--- src/rtl/mem_access_ctrl_pkg.sv ---
// ============================================================================
// Module : mem_access_ctrl_pkg
// Brief  : Shared parameter defaults for the CPU-to-RAM access controller.
// Rev    : 1.0  initial release
// ============================================================================
`default_nettype none

package mem_access_ctrl_pkg;

    localparam int          c_adlines   = 8;
    localparam int          c_datalines = 8;
    localparam int unsigned c_ramsize   = 32;

endpackage : mem_access_ctrl_pkg

`default_nettype wire

--- src/rtl/mem_access_ctrl.sv ---
// ============================================================================
// Module : mem_access_ctrl
// Brief  : Single-outstanding CPU load/store controller driving an external RAM
//          through a SETUP/STROBE handshake, with out-of-range error responses.
// Rev    : 1.0  initial release
// ============================================================================
`default_nettype none

module mem_access_ctrl
    import mem_access_ctrl_pkg::*;
#(
    parameter int          adlines   = c_adlines,
    parameter int          datalines = c_datalines,
    parameter int unsigned ramsize   = c_ramsize
) (
    input  logic                 clk,
    input  logic                 rst_n,
    input  logic                 req_valid,
    output logic                 req_ready,
    input  logic                 req_we,
    input  logic [adlines-1:0]   req_addr,
    input  logic [datalines-1:0] req_wdata,
    output logic                 resp_valid,
    input  logic                 resp_ready,
    output logic [datalines-1:0] resp_rdata,
    output logic                 resp_err,
    output logic [adlines-1:0]   ram_address,
    output logic [datalines-1:0] ram_datain,
    output logic                 ram_read,
    output logic                 ram_write,
    input  logic [datalines-1:0] ram_dataout
);

    typedef enum logic [1:0] {
        IDLE   = 2'd0,
        SETUP  = 2'd1,
        STROBE = 2'd2,
        RESP   = 2'd3
    } state_t;

    state_t                 r_state;
    state_t                 w_state_nxt;
    logic                   r_we;
    logic [adlines-1:0]     r_addr;
    logic [datalines-1:0]   r_wdata;
    logic [datalines-1:0]   r_rdata;
    logic                   r_err;
    logic                   w_in_range;

    // Unsigned compare of the raw request address against the implemented depth.
    assign w_in_range = (32'(req_addr) < ramsize);

    always_ff @(posedge clk) begin
        if (!rst_n) begin
            r_state <= IDLE;
        end else begin
            r_state <= w_state_nxt;
        end
    end

    always_comb begin
        w_state_nxt = r_state;
        req_ready   = 1'b0;
        resp_valid  = 1'b0;
        ram_read    = 1'b0;
        ram_write   = 1'b0;
        case (r_state)
            IDLE: begin
                req_ready = 1'b1;
                if (req_valid) begin
                    w_state_nxt = w_in_range ? SETUP : RESP;
                end
            end
            SETUP: begin
                w_state_nxt = STROBE;
            end
            STROBE: begin
                ram_write   = r_we;
                ram_read    = !r_we;
                w_state_nxt = RESP;
            end
            RESP: begin
                resp_valid = 1'b1;
                if (resp_ready) begin
                    w_state_nxt = IDLE;
                end
            end
            default: begin
                w_state_nxt = IDLE;
            end
        endcase
    end

    // Request fields are captured only on acceptance; response fields change
    // only on entry to RESP, so they are stable for the whole response.
    always_ff @(posedge clk) begin
        if (!rst_n) begin
            r_we    <= 1'b0;
            r_addr  <= '0;
            r_wdata <= '0;
            r_rdata <= '0;
            r_err   <= 1'b0;
        end else begin
            case (r_state)
                IDLE: begin
                    if (req_valid) begin
                        r_we    <= req_we;
                        r_addr  <= req_addr;
                        r_wdata <= req_wdata;
                        r_err   <= !w_in_range;
                        r_rdata <= '0;
                    end
                end
                STROBE: begin
                    r_rdata <= r_we ? '0 : ram_dataout;
                end
                default: begin
                end
            endcase
        end
    end

    assign ram_address = r_addr;
    assign ram_datain  = r_wdata;
    assign resp_rdata  = r_rdata;
    assign resp_err    = r_err;

endmodule : mem_access_ctrl

`default_nettype wire

--- config.mk ---
export PLATFORM = sky130hd
export DESIGN_NAME = mem_access_ctrl
export DESIGN_NICKNAME = d
export VERILOG_FILES = /design/src/rtl/mem_access_ctrl_pkg.sv /design/src/rtl/mem_access_ctrl.sv
export SDC_FILE = /design/constraint.sdc
export NUM_CORES = 1
export LEC_CHECK = 0
export ABC_AREA = 1
export CORE_ASPECT_RATIO = 1.5
export CORE_MARGIN = 10
export CORE_UTILIZATION = 35
export CTS_CLUSTER_DIAMETER = 150
export CTS_CLUSTER_SIZE = 10
export DETAILED_ROUTE_END_ITERATION = 8
export GPL_ROUTABILITY_DRIVEN = 0
export HOLD_SLACK_MARGIN = 0.02
export PLACE_DENSITY = 0.74
export SYNTH_ARGS = -nofsm -noshare
export SYNTH_HDL_FRONTEND = slang
export SYNTH_SLANG_ARGS = --single-unit
--- constraint.sdc ---
create_clock -name clk -period 1.35 [get_ports clk]
set_input_delay 0.2025 -clock clk [delete_from_list [all_inputs] [get_ports clk]]
set_output_delay 0.2025 -clock clk [all_outputs]
set_load 0.005 [all_outputs]
# Word-level counts from Yosys, hierarchy flattened
# Index checks and enable logic that the tools add are counted.
# W data, S select, Z words.
# word_totals
register_bits	28
latchBits	0
ramBits	0
rom_bits	0
in_bits	29
output_inout_bits	29
elab_cells	30
n_memories	0
# classes
addsub	0
mul	0
div_mod_pow	0
n_lt_le_gt_ge	1
eq_ne	5
shift	0
muxes	11
bitwise	0
n_reduce_logical	7
# op_table
operator	count
$mux W8	2
$pmux W8 S2	1
$lt A8 B6 Y1 const B	1
$pmux W2 S4	1
$mux W2	3
$reduce_and A2 Y1	3
$eq A2 B2 Y1 const B	2
$mux W1	4
$ne A2 B2 Y1 const B	2
$eq A2 B1 Y1 const B	1
$logic_not A1 Y1	2
$logic_not A2 Y1	1
$reduce_bool A2 Y1	1

# Depth between registers and ports, before layout
# Gate-level depths: netlist of run 1.
# depth
ltp_word	4
ltp_mapped	8
ltp_nobuf	8

# Worst setup path after synthesis of run 1
# Ideal clock, no wire load.
# synth_path
path_kind	flip-flop to flip-flop
from	register r_state[0]
to	register r_rdata[7], in the netlist resp_rdata[7]
setup_time_ps	113
arrival_time_ps	1222
required_time_ps	1237
slack_ps	15
path_stages_with_launch	8
n_path_buf	1
period_less_slack_ps	1335
path_cell_list	dfxtp_1 -> inv_1 -> ha_1 -> o21ai_2 -> buf_6 -> nand2_1 -> nand2_1 -> nor2_1
# synth_via
elab_chain_cells	3
word_cells_on_any_way	6
cone_classes	eq/ne: 2; mux: 1; reduce/logical: 3
# synth_lines
element	line	text
start, declared	mem_access_ctrl.sv:41	state_t r_state;
start signal, assigned	mem_access_ctrl.sv:57	r_state <= w_state_nxt;
$eq A2 B2 Y1 / $logic_not A2 Y1 (equally long branches)	mem_access_ctrl.sv:104	case (r_state)
$reduce_bool A2 Y1 (no line) / $ne A2 B2 Y1 (equally long branches)	-	
$reduce_and A2 Y1 (no line)	-	
end signal, assigned	mem_access_ctrl.sv:115	r_rdata <= r_we ? '0 : ram_dataout;
end, declared	mem_access_ctrl.sv:46	logic [datalines-1:0] r_rdata;
# Parallel ways exist; a longest one is shown, timed or not.
# A chain may end at the register's enable or synchronous reset.

# Final worst setup path of run 1
# layout_path
from	register r_state[0]
to	register r_state[0]
# layout_via
elab_chain_cells	3
word_cells_on_any_way	8
cone_classes	eq/ne: 5; mux: 1; reduce/logical: 2
# layout_lines
element	line	text
$eq A2 B2 Y1 / $logic_not A2 Y1 (equally long branches)	mem_access_ctrl.sv:67	case (r_state)
$ne A2 B2 Y1 (no line)	-	
$reduce_and A2 Y1 (no line)	-	
# Parallel ways exist; a longest one is shown, timed or not.

==> results of run 1 <==
## kinds of logic (layout without fill, tap and decap cells)
kind of cell,after synthesis,in the layout
AO/OA/AOI/OAI,23,23
AND/OR/NAND/NOR,88,88
adder cells (fa/ha/maj),3,3
flip-flops,28,28
buffers and inverters,17,86
## power groups by stage
| stage | logic (uW) | clock network, uW | registers [uW] |
|---|---|---|---|
| final | 1750 | 514 | 1180 |
| after CTS | 1460 | 528 | 1160 |
| after global placement | 1470 | 0 | 1160 |
| after detailed placement | 1480 | 0 | 1170 |
| after global routing | 1970 | 569 | 1200 |
| after floorplan | 644 | 0 | 1180 |
## final cells by class
class | instances | share of cell area
sequential | 28 | 0.274
multi-input combinational | 114 | 0.282
timing repair buffer | 72 | 0.374
tap | 40 | 0.0239
inverter | 10 | 0.0203
clock buffer | 4 | 0.0263
## metal layers
metal,vias up,part of all wire,GRT usage
met1,509,0.37,0.111
met3,5,0.15,0.0907
li1,630,-,-
met4,0,0.0096,0.0368
met2,45,0.47,0.182
met5,-,0,0
## worst max path at each step
stage                       startpoint                    endpoint  slack, ns  cells after the start
6_report       r_state[0]$_SDFFE_PN0P_     r_state[0]$_SDFFE_PN0P_      -0.03                      8
5_1_grt        r_state[0]$_SDFFE_PN0P_  resp_rdata[3]$_SDFFE_PN0P_       -0.1                      9
4_1_cts        r_state[1]$_SDFFE_PN0P_                   req_ready      -0.02                      3
3_5_place_dp   r_state[0]$_SDFFE_PN0P_                    ram_read      -0.05                      5
3_3_place_gp   r_state[0]$_SDFFE_PN0P_                    ram_read      -0.03                      5
2_1_floorplan  r_state[0]$_SDFFE_PN0P_  resp_rdata[7]$_SDFFE_PN0P_       0.02                      7
## cells in the mapped netlist
cell type   n
nand2_1    32
dfxtp_1    28
o21ai_0    18
nand3_1     1
buf_2       3
o21ai_2     1
inv_1      10
nor2_2      1
nand2_2     2
a21oi_1     3
nor3_1      1
nor2_1     51
buf_4       1
clkbuf_1    2
ha_1        3
a21oi_2     1
buf_6       1
## worst register-to-register path, cell delays in order (launching register included)
cell,delay (ns)
dfxtp_2,0.35
inv_4,0.07
ha_4,0.15
inv_4,0.04
buf_6,0.11
o21ai_4,0.24
buf_12,0.17
nand2_4,0.05
a21oi_4,0.15
## sequential cells by signal (all words and copies together) (netlist names)
signal	cells
r_state	2
resp_rdata	8
resp_err	1
ram_datain	8
ram_address	8
r_we	1
## repair_timing
action                                  CTS  global route
gates resized for setup                  22            54
pin swaps                                 1             8
gates cloned                              0             2
setup buffers                             0             1
endpoints found under the setup margin   34            51
hold buffers                              0             0
## cells in the final DEF (no fill, tap or decap)
master and instances:
clkbuf_16 2, buf_4 8, buf_12 2, o21ai_0 18, inv_1 6, dfxtp_1 19, dlymetal6s2s_1 17, dfxtp_4 1
buf_6 3, clkdlybuf4s50_1 32, inv_4 2, nor3_1 1, nand2_2 7, clkdlybuf4s15_2 1, nor2_2 6, nor2_1 46
o21ai_4 1, buf_2 2, nand2_4 3, dlygate4sd2_1 4, a21oi_1 3, a21oi_4 1, ha_4 2, clkbuf_8 4
dfxtp_2 8, ha_2 1, inv_2 2, nand3_1 1, clkdlybuf4s15_1 1, nand2_1 24
## metrics by stage
stage / power [uW] / setup slack [ns] / setup TNS [ns] / instance area (um2)
finish: 3440 / -0.0272 / -0.0572 / 2100
global placement: 2630 / -0.0282 / -0.0422 / 1830
detailed placement: 2650 / -0.0527 / -0.330 / 1830
CTS: 3140 / -0.0238 / -0.0582 / 1890
floorplan: 1830 / 0.0150 / 0 / 1140
global route: 3750 / -0.0962 / -0.908 / 2100
==> metrics, run 1 <==
Synthesized Nets 191; Fillers between 200 and 300; Final Hold Slack 0.469 ns; Post-Route Utilization 0.663; Worst setup EP type flip-flop; WP data arrival about 1.6 ns; fin worst setup slack -0.0272 ns; mux cell area share after synthesis 0; initial antenna violation count 0; pwr/cell area 1640 nW/um2; yosys warns 0; R2R cell count 8; largest net degree at the start of global routing 29; Total GRT Usage 0.116; htree depth 1; clk root buf clkbuf_8; Worst-path clk slew 0.09 ns; Ports 58; dpl cells 261; actual slew at the worst max-slew pin 0.243 ns; clock net sink count 28; top cell type by total area after synthesis dfxtp_1; Clock power frac 0.150; R2R Path Start r_state[0]$_SDFFE_PN0P_; critical path type flip-flop to flip-flop; Seq/Total Area, Yosys 0.492; P_leak 0.00115 uW; chip height 89.9 um; DR WL/cell between 10 and 15 um; count of nets after finishing 261; Mapped Avg Cell Area between 7 and 8 um2; later-pin clock latency in the skew report approximately 0.27 ns; diode count 0; hold path start resp_rdata[5]$_SDFFE_PN0P_; Area growth syn-to-layout 83.9%; vias in the first global route roughly 1200; sequential share of power 0.342; Final ANT Viol Nets 0; Max Slew Vio Count 0; first-pass GRT wire length 5.63 mm; post-DP HPWL 2.53 mm; Die ar. 5990 um2; post-synth cell types 17; starting density of the core 0.361; Total Wirelength 3.44 mm; slowest stage delay, CP approximately 0.35 ns; Comb pwr share 0.508; CP delay by family, top buffers and inverters; register area 574 um2; data required time of the worst path roughly 1.6 ns; Core ar. 3160 um2; Crit Path Max Fanout 5; RR Endpoint r_state[0]$_SDFFE_PN0P_; synthesized flop and latch total 28; drt first pass iters 4; post-synthesis compound-gate area fraction 0.108; WP buf/inv 4; min Tclk post-route 1.38 ns; RSZ-0062 raised after global routing yes; site row count 25; post-route insts no fill ~270; vias 1189; Overflow after GRT 0; vias per std cell 4.44; Synth Instances 159; largest family of logic cells by synthesized area simple AND/OR/NAND/NOR gates; top-area cell type share of the netlist area 0.492; Synth Area in Simple Gates 0.299; failing checks negative setup slack; Max VDD drop just under 0.001 V; port bufs 57; area occupied by multi-input gates 591 um2; Synth area leaders dfxtp_1, nor2_1, nand2_1, o21ai_0, ha_1; Startpoint Class flip-flop; most used cell, CP inv_4; clock buffer depth 2; period utilization 1.02; share of cells above drive strength 1 0.246; xor/xnor cell area share of the yosys netlist 0; status finished, violations left; Hold EP resp_rdata[5]$_SDFFE_PN0P_; die width 66.6 um; r2r setup slk -0.03 ns; post-synthesis adder-cell area fraction 0.0329; cells along the critical path inv_4, ha_4, inv_4, buf_6, o21ai_4, buf_12, nand2_4, a21oi_4; max frequency 726 MHz; Post-Syn Area 1140 um2; sw power 1150 uW; final-report setup violation count 5; internal power approximately 2300 uW; Slew HR 0.838; CTS tree yes; worst hold path depth 2; Clock Skew 0.00226 ns; number of max-cap violations 0; initial DRC count 37; Final Hold Viols 0; Net Sw Frac 0.335; Worst path slowest cell dfxtp_2; Num CTS Buffers 3; DR DRC count 0; hold crit path type flip-flop to flip-flop
Note: power is estimated with default switching activity, not from simulation.
==> inputs of run 2 (changes only) <==
--- a/config.mk
+++ b/config.mk
@@ -8,13 +8,13 @@
 export ABC_AREA = 1
 export CORE_ASPECT_RATIO = 1.5
 export CORE_MARGIN = 10
-export CORE_UTILIZATION = 35
+export CORE_UTILIZATION = 39
 export CTS_CLUSTER_DIAMETER = 150
 export CTS_CLUSTER_SIZE = 10
 export DETAILED_ROUTE_END_ITERATION = 8
 export GPL_ROUTABILITY_DRIVEN = 0
 export HOLD_SLACK_MARGIN = 0.02
-export PLACE_DENSITY = 0.74
+export PLACE_DENSITY = 0.78
 export SYNTH_ARGS = -nofsm -noshare
 export SYNTH_HDL_FRONTEND = slang
 export SYNTH_SLANG_ARGS = --single-unit
==> constraint.sdc (replaced) <==
create_clock -name clk -period 1.5 [get_ports clk]
set_input_delay 0.225 -clock clk [delete_from_list [all_inputs] [get_ports clk]]
set_output_delay 0.225 -clock clk [all_outputs]
set_load 0.005 [all_outputs]
==> run 2 against run 1 <==
Effect of this change: the flow now finishes without violations; final area decreased by 12%; clock power fell by 11%; cell count is 3.7% lower; die area shrank 7.6%; routed wire length shrank 11%; sequential cell count unchanged.
==> metrics, run 2 (same netlist as run 1, synthesis figures left out) <==
status complete, no violations (was finished, violations left); Fillers 254 (was 271); DR DRC count 0 (unchanged); initial DRC count 47 (was 37); r2r setup slk 0.15 ns (was -0.03 ns); die width 64.1 um (was 66.6 um); vias 1131 (was 1189); hold crit path type flip-flop to flip-flop (unchanged); count of nets after finishing 252 (was 261); Worst-path clk slew 0.09 ns (about the same); Core ar. 2850 um2 (was 3160 um2); actual slew at the worst max-slew pin 0.404 ns (was 0.243 ns); area occupied by multi-input gates 523 um2 (was 591 um2); chip height 86.2 um (was 89.9 um); number of max-cap violations 0 (unchanged); R2R Path Start r_state[0]$_SDFFE_PN0P_ (unchanged); min Tclk post-route 1.43 ns; RR Endpoint resp_rdata[7]$_SDFFE_PN0P_ (was r_state[0]$_SDFFE_PN0P_); clock buffer depth 2 (unchanged); starting density of the core 0.400 (was 0.361); post-route insts no fill 258 (was 268); port bufs 57 (unchanged); period utilization 0.957; DR WL/cell 11.9 um (was 12.8 um); data required time of the worst path 1.27 ns (was 1.55 ns); WP data arrival 1.21 ns (was 1.58 ns); final-report setup violation count 0 (was 5); Startpoint Class flip-flop (unchanged); clock net sink count 28 (unchanged); Clock Skew 0.00639 ns (was 0.00226 ns); Overflow after GRT 0 (unchanged); first-pass GRT wire length 5.03 mm (was 5.63 mm); htree depth 1 (unchanged); drt first pass iters 4 (unchanged); diode count 0 (unchanged); vias in the first global route 1065 (was 1218); Total GRT Usage 0.109 (was 0.116); Final Hold Slack 0.484 ns (was 0.469 ns); share of cells above drive strength 1 0.0959 (was 0.246); pwr/cell area 1460 nW/um2 (was 1640 nW/um2); Worst setup EP type output pin (was flip-flop); clk root buf clkbuf_8 (unchanged); Crit Path Max Fanout 3 (was 5); Critical path destination ram_write (was r_state[0]$_SDFFE_PN0P_); P_leak 0.000801 uW (was 0.00115 uW); post-DP HPWL 2.37 mm (was 2.53 mm); Max VDD drop 0.000908 V (was 0.000973 V); CTS tree yes (unchanged); hold-fix buffer count after cts 0 (unchanged); Die ar. 5530 um2 (was 5990 um2); initial antenna violation count 0 (unchanged); Num CTS Buffers 3 (unchanged); critical path type flip-flop to output pin (was flip-flop to flip-flop); Slew HR 0.730 (was 0.838); hold path start ram_address[2]$_SDFFE_PN0P_ (was resp_rdata[5]$_SDFFE_PN0P_); Final Hold Viols 0 (unchanged); largest net degree at the start of global routing 29 (unchanged); commonest cells after routing, fill and taps aside clkdlybuf4s50_1, nor2_1, nand2_1 (was nor2_1, clkdlybuf4s50_1, nand2_1); Total Wirelength 3.07 mm (was 3.44 mm); Area growth syn-to-layout 62.0% (was 83.9%); dpl cells 253 (was 261); commonest non-fill, non-tap cell in the layout clkdlybuf4s50_1 (was nor2_1); R2R cell count 7 (was 8); site row count 24 (was 25); vias per std cell 4.38 (was 4.44); Ports 58 (unchanged); register area 563 um2 (was 574 um2); max frequency 697 MHz; Max Slew Vio Count 0 (unchanged); later-pin clock latency in the skew report 0.27 ns (about the same); worst setup path start r_state[0]$_SDFFE_PN0P_ (unchanged); Final ANT Viol Nets 0 (unchanged)
==> run 2: cell count changes in the layout (fill, tap and decap cells not counted), sizes merged <==
cell and change:
clkbuf -2, clkdlybuf4s15 -2, buf -8, dlygate4sd2 -1, clkdlybuf4s50 +21, dlymetal6s2s -17
==> run 2: final cells by class <==
class | instances | area share
tap | 39 | 0.0264
timing repair buffer | 63 | 0.335
sequential | 28 | 0.305
inverter | 10 | 0.0203
multi-input combinational | 114 | 0.283
clock buffer | 4 | 0.0298
==> run 2: per-layer routing <==
layer | track usage | wire length [um]
met2 | 0.164 | 1370
met3 | 0.0530 | 318
met5 | 0 | 0
met1 | 0.134 | 1370
met4 | 0.0352 | 12
==> run 2: metrics by stage <==
step / cell area [um2] / util / TNS, ns / setup WS [ns] / total power [uW]
6_report: 1850 / 0.647 / 0 / 0.0651 / 2700
5_1_grt: 1850 / 0.647 / -0.00134 / -0.00134 / 2930
4_1_cts: 1850 / 0.647 / -0.00385 / -0.00385 / 2730
3_5_place_dp: 1770 / 0.620 / -0.586 / -0.0880 / 2240
3_3_place_gp: 1770 / 0.620 / -0.0150 / -0.00598 / 2210
2_1_floorplan: 1140 / - / 0 / 0.165 / 1640
==> run 2: timing repair <==
item,CTS,global route
setup buffers,0,1
gates resized for setup,13,1
pin swaps,0,1
setup endpoints to repair,13,2
cloned,0,0
endpoints found under the hold margin,0,0
==> run 2: worst min-delay path by stage <==
stage                                        endpoint  slack (ns)  cells past startpoint
after floorplan           ram_address[5]$_SDFFE_PN0P_        0.37                      2
after global placement    ram_address[3]$_SDFFE_PN0P_        0.46                      2
after detailed placement  ram_address[2]$_SDFFE_PN0P_        0.47                      2
after CTS                  ram_datain[7]$_SDFFE_PN0P_        0.49                      2
after global routing       ram_datain[0]$_SDFFE_PN0P_        0.50                      2
final                     ram_address[2]$_SDFFE_PN0P_        0.48                      2
==> run 2: worst max-delay path: stages, from the launching register on <==
cell and delay (ns):
dfxtp_2 0.36, inv_2 0.06, ha_2 0.18, nand2_1 0.06
inv_1 0.03, dlygate4sd2_1 0.25
==> run 2: where the power goes <==
| part | switching [uW] | internal (uW) | leakage (uW) |
|---|---|---|---|
| Clock | 224 | 235 | 0.0000288 |
| Combinational | 560 | 644 | 0.000540 |
| Sequential | 102 | 940 | 0.000232 |
| Total | 886 | 1820 | 0.000801 |
==> inputs of run 3 (changes only) <==
--- a/config.mk
+++ b/config.mk
@@ -15,6 +15,7 @@
 export GPL_ROUTABILITY_DRIVEN = 0
 export HOLD_SLACK_MARGIN = 0.02
 export PLACE_DENSITY = 0.78
+export REMOVE_ABC_BUFFERS = 1
 export SYNTH_ARGS = -nofsm -noshare
 export SYNTH_HDL_FRONTEND = slang
 export SYNTH_SLANG_ARGS = --single-unit
==> run 3 against run 2 <==
Effect of this change: sequential power is essentially flat; first-iteration DRC count shrank 40%; power grew 6.8%; clock power grew 26%; combinational power grew 6%; maximum frequency shrank 0.17%; critical path depth is the same; critical path type unchanged; critical endpoint unchanged; largest power group unchanged; highest routed layer unchanged.
==> metrics, run 3 (same netlist as run 1, synthesis figures left out) <==
Setup TNS 0 ns (unchanged); actual slew at the worst max-slew pin 0.177 ns (was 0.404 ns); sequential share of power 0.359 (was 0.385); initial DRC count 28 (was 47); post-DP HPWL 2.46 mm (was 2.37 mm); Worst path slowest cell dfxtp_2 (unchanged); Total GRT Usage 0.116 (was 0.109); min Tclk post-route 1.44 ns (was 1.43 ns); DR DRC count 0 (unchanged); starting density of the core 0.400 (unchanged); max frequency 696 MHz (was 697 MHz); RR Endpoint resp_rdata[3]$_SDFFE_PN0P_ (was resp_rdata[7]$_SDFFE_PN0P_); internal power 1990 uW (was 1820 uW); CTS tree yes (unchanged); final-report setup violation count 0 (unchanged); clk root buf clkbuf_8 (unchanged); R2R cell count 9 (was 7); die width 64.1 um (unchanged); Overflow after GRT 0 (unchanged); Worst-path clk slew 0.09 ns (about the same); RSZ-0062 raised after global routing no; Critical path destination ram_write (unchanged); Clock power frac 0.200 (was 0.169); Ports 58 (unchanged); pwr/cell area 1540 nW/um2 (was 1460 nW/um2); WP data arrival 1.21 ns (about the same); Post-Route Utilization 0.660 (was 0.647); met2 wire length 1.85 mm (was 1.37 mm); share of cells above drive strength 1 0.104 (was 0.0959); count of nets after finishing 254 (was 252); r2r setup slk 0.26 ns (was 0.15 ns); Max VDD drop 0.000860 V (was 0.000908 V); data required time of the worst path 1.27 ns (about the same); status complete, no violations (unchanged); met3 routed WL 145 um (was 318 um); Slew HR 0.881 (was 0.730); Final ANT Viol Nets 0 (unchanged); sw power 899 uW (was 886 uW); slowest stage delay, CP 0.33 ns (was 0.36 ns); Core ar. 2850 um2 (unchanged); first-pass GRT wire length 5.22 mm (was 5.03 mm); DR WL/cell 12.6 um (was 11.9 um); hold crit path type flip-flop to flip-flop (unchanged); period utilization 0.958 (was 0.957); vias 1148 (was 1131); Comb pwr share 0.441 (was 0.445); clock buffer depth 2 (unchanged); wire length on met1 1.23 mm (was 1.37 mm); largest net degree at the start of global routing 29 (unchanged); clock net sink count 28 (unchanged); site row count 24 (unchanged); drt first pass iters 4 (unchanged); diode count 0 (unchanged); Crit Path Max Fanout 2 (was 3); hold path start resp_rdata[7]$_SDFFE_PN0P_ (was ram_address[2]$_SDFFE_PN0P_); vias in the first global route 1108 (was 1065); commonest cells after routing, fill and taps aside clkdlybuf4s50_1, nor2_1, nand2_1 (unchanged); post-route insts no fill 260 (was 258); number of max-cap violations 0 (unchanged); Final Hold Viols 0 (unchanged); chip height 86.2 um (unchanged); htree depth 1 (unchanged); Post-CTS Setup Inserts 0 (unchanged); dpl cells 256 (was 253); later-pin clock latency in the skew report 0.27 ns (about the same); P_leak 0.000821 uW (was 0.000801 uW); cells along the critical path inv_2, ha_2, nand2_1, inv_1, dlygate4sd2_1 (unchanged); Final Hold Slack 0.485 ns (was 0.484 ns); Area growth syn-to-layout 65.1% (was 62.0%); Total Wirelength 3.27 mm (was 3.07 mm); top sig layer met4 (unchanged); vias per std cell 4.42 (was 4.38); port bufs 57 (unchanged); Die ar. 5530 um2 (unchanged); initial antenna violation count 0 (unchanged); Max Slew Vio Count 0 (unchanged); Startpoint Class flip-flop (unchanged); Num CTS Buffers 3 (unchanged); worst setup path start r_state[0]$_SDFFE_PN0P_ (unchanged); Clock Skew 0.00585 ns (was 0.00639 ns); power consumption 2890 uW (was 2700 uW); commonest non-fill, non-tap cell in the layout clkdlybuf4s50_1 (unchanged); Net Sw Frac 0.311 (was 0.328); Worst setup EP type output pin (unchanged); critical path type flip-flop to output pin (unchanged); R2R Path Start r_state[0]$_SDFFE_PN0P_ (unchanged)
run 3: how the worst min path moves through the flow:
stage	end	cells past startpoint
after floorplan	resp_rdata[0]$_SDFFE_PN0P_	2
after global placement	ram_address[2]$_SDFFE_PN0P_	2
after detailed placement	resp_rdata[1]$_SDFFE_PN0P_	2
after global routing	resp_rdata[1]$_SDFFE_PN0P_	2
after CTS	resp_rdata[7]$_SDFFE_PN0P_	2
final	resp_rdata[7]$_SDFFE_PN0P_	2
run 3: through the flow:
stage                     setup WS [ns]  instance area, um2
after floorplan                  0.0576                1100
after global placement           0.0686                1800
after detailed placement         0.0331                1800
after CTS                        0.0361                1880
after global routing            0.00334                1880
final                            0.0626                1880
run 3: per-layer routing:
| layer | up-vias | global-route usage |
|---|---|---|
| li1 | 613 | - |
| met1 | 510 | 0.117 |
| met2 | 23 | 0.223 |
| met3 | 2 | 0.0220 |
| met4 | 0 | 0.0469 |
| met5 | - | 0 |
run 3: area by class of cell:
type	count	area (um2)
Fill cell	259	971
Clock buffer	3	41.3
Tap cell	39	48.8
Inverter	10	37.5
Timing Repair Buffer	65	647
Sequential cell	28	562
Multi-Input combinational cell	114	515
Clock inverter	1	30.0
run 3: power by group through the flow:
stage                     clock network [uW]  logic, uW  registers, uW
final                                    578       1270           1040
after global routing                     617       1430           1060
after CTS                                594       1290           1040
after detailed placement                   0       1270           1050
after global placement                     0       1250           1040
after floorplan                            0        525           1060
run 3: worst max-delay path: cells and delay by family, from the launching register on:
kind / cells / cell delay [ns]
fa+ha+maj: 1 / 0.18
simple gates: 1 / 0.05
buf+inv: 3 / 0.37
flops: 1 / 0.33
run 3: repair_timing:
| item | 4_1_cts | 5_1_grt |
|---|---|---|
| resized for setup | 12 | 1 |
| hold buffers | 0 | 0 |
| setup endpoints to repair | 4 | 1 |
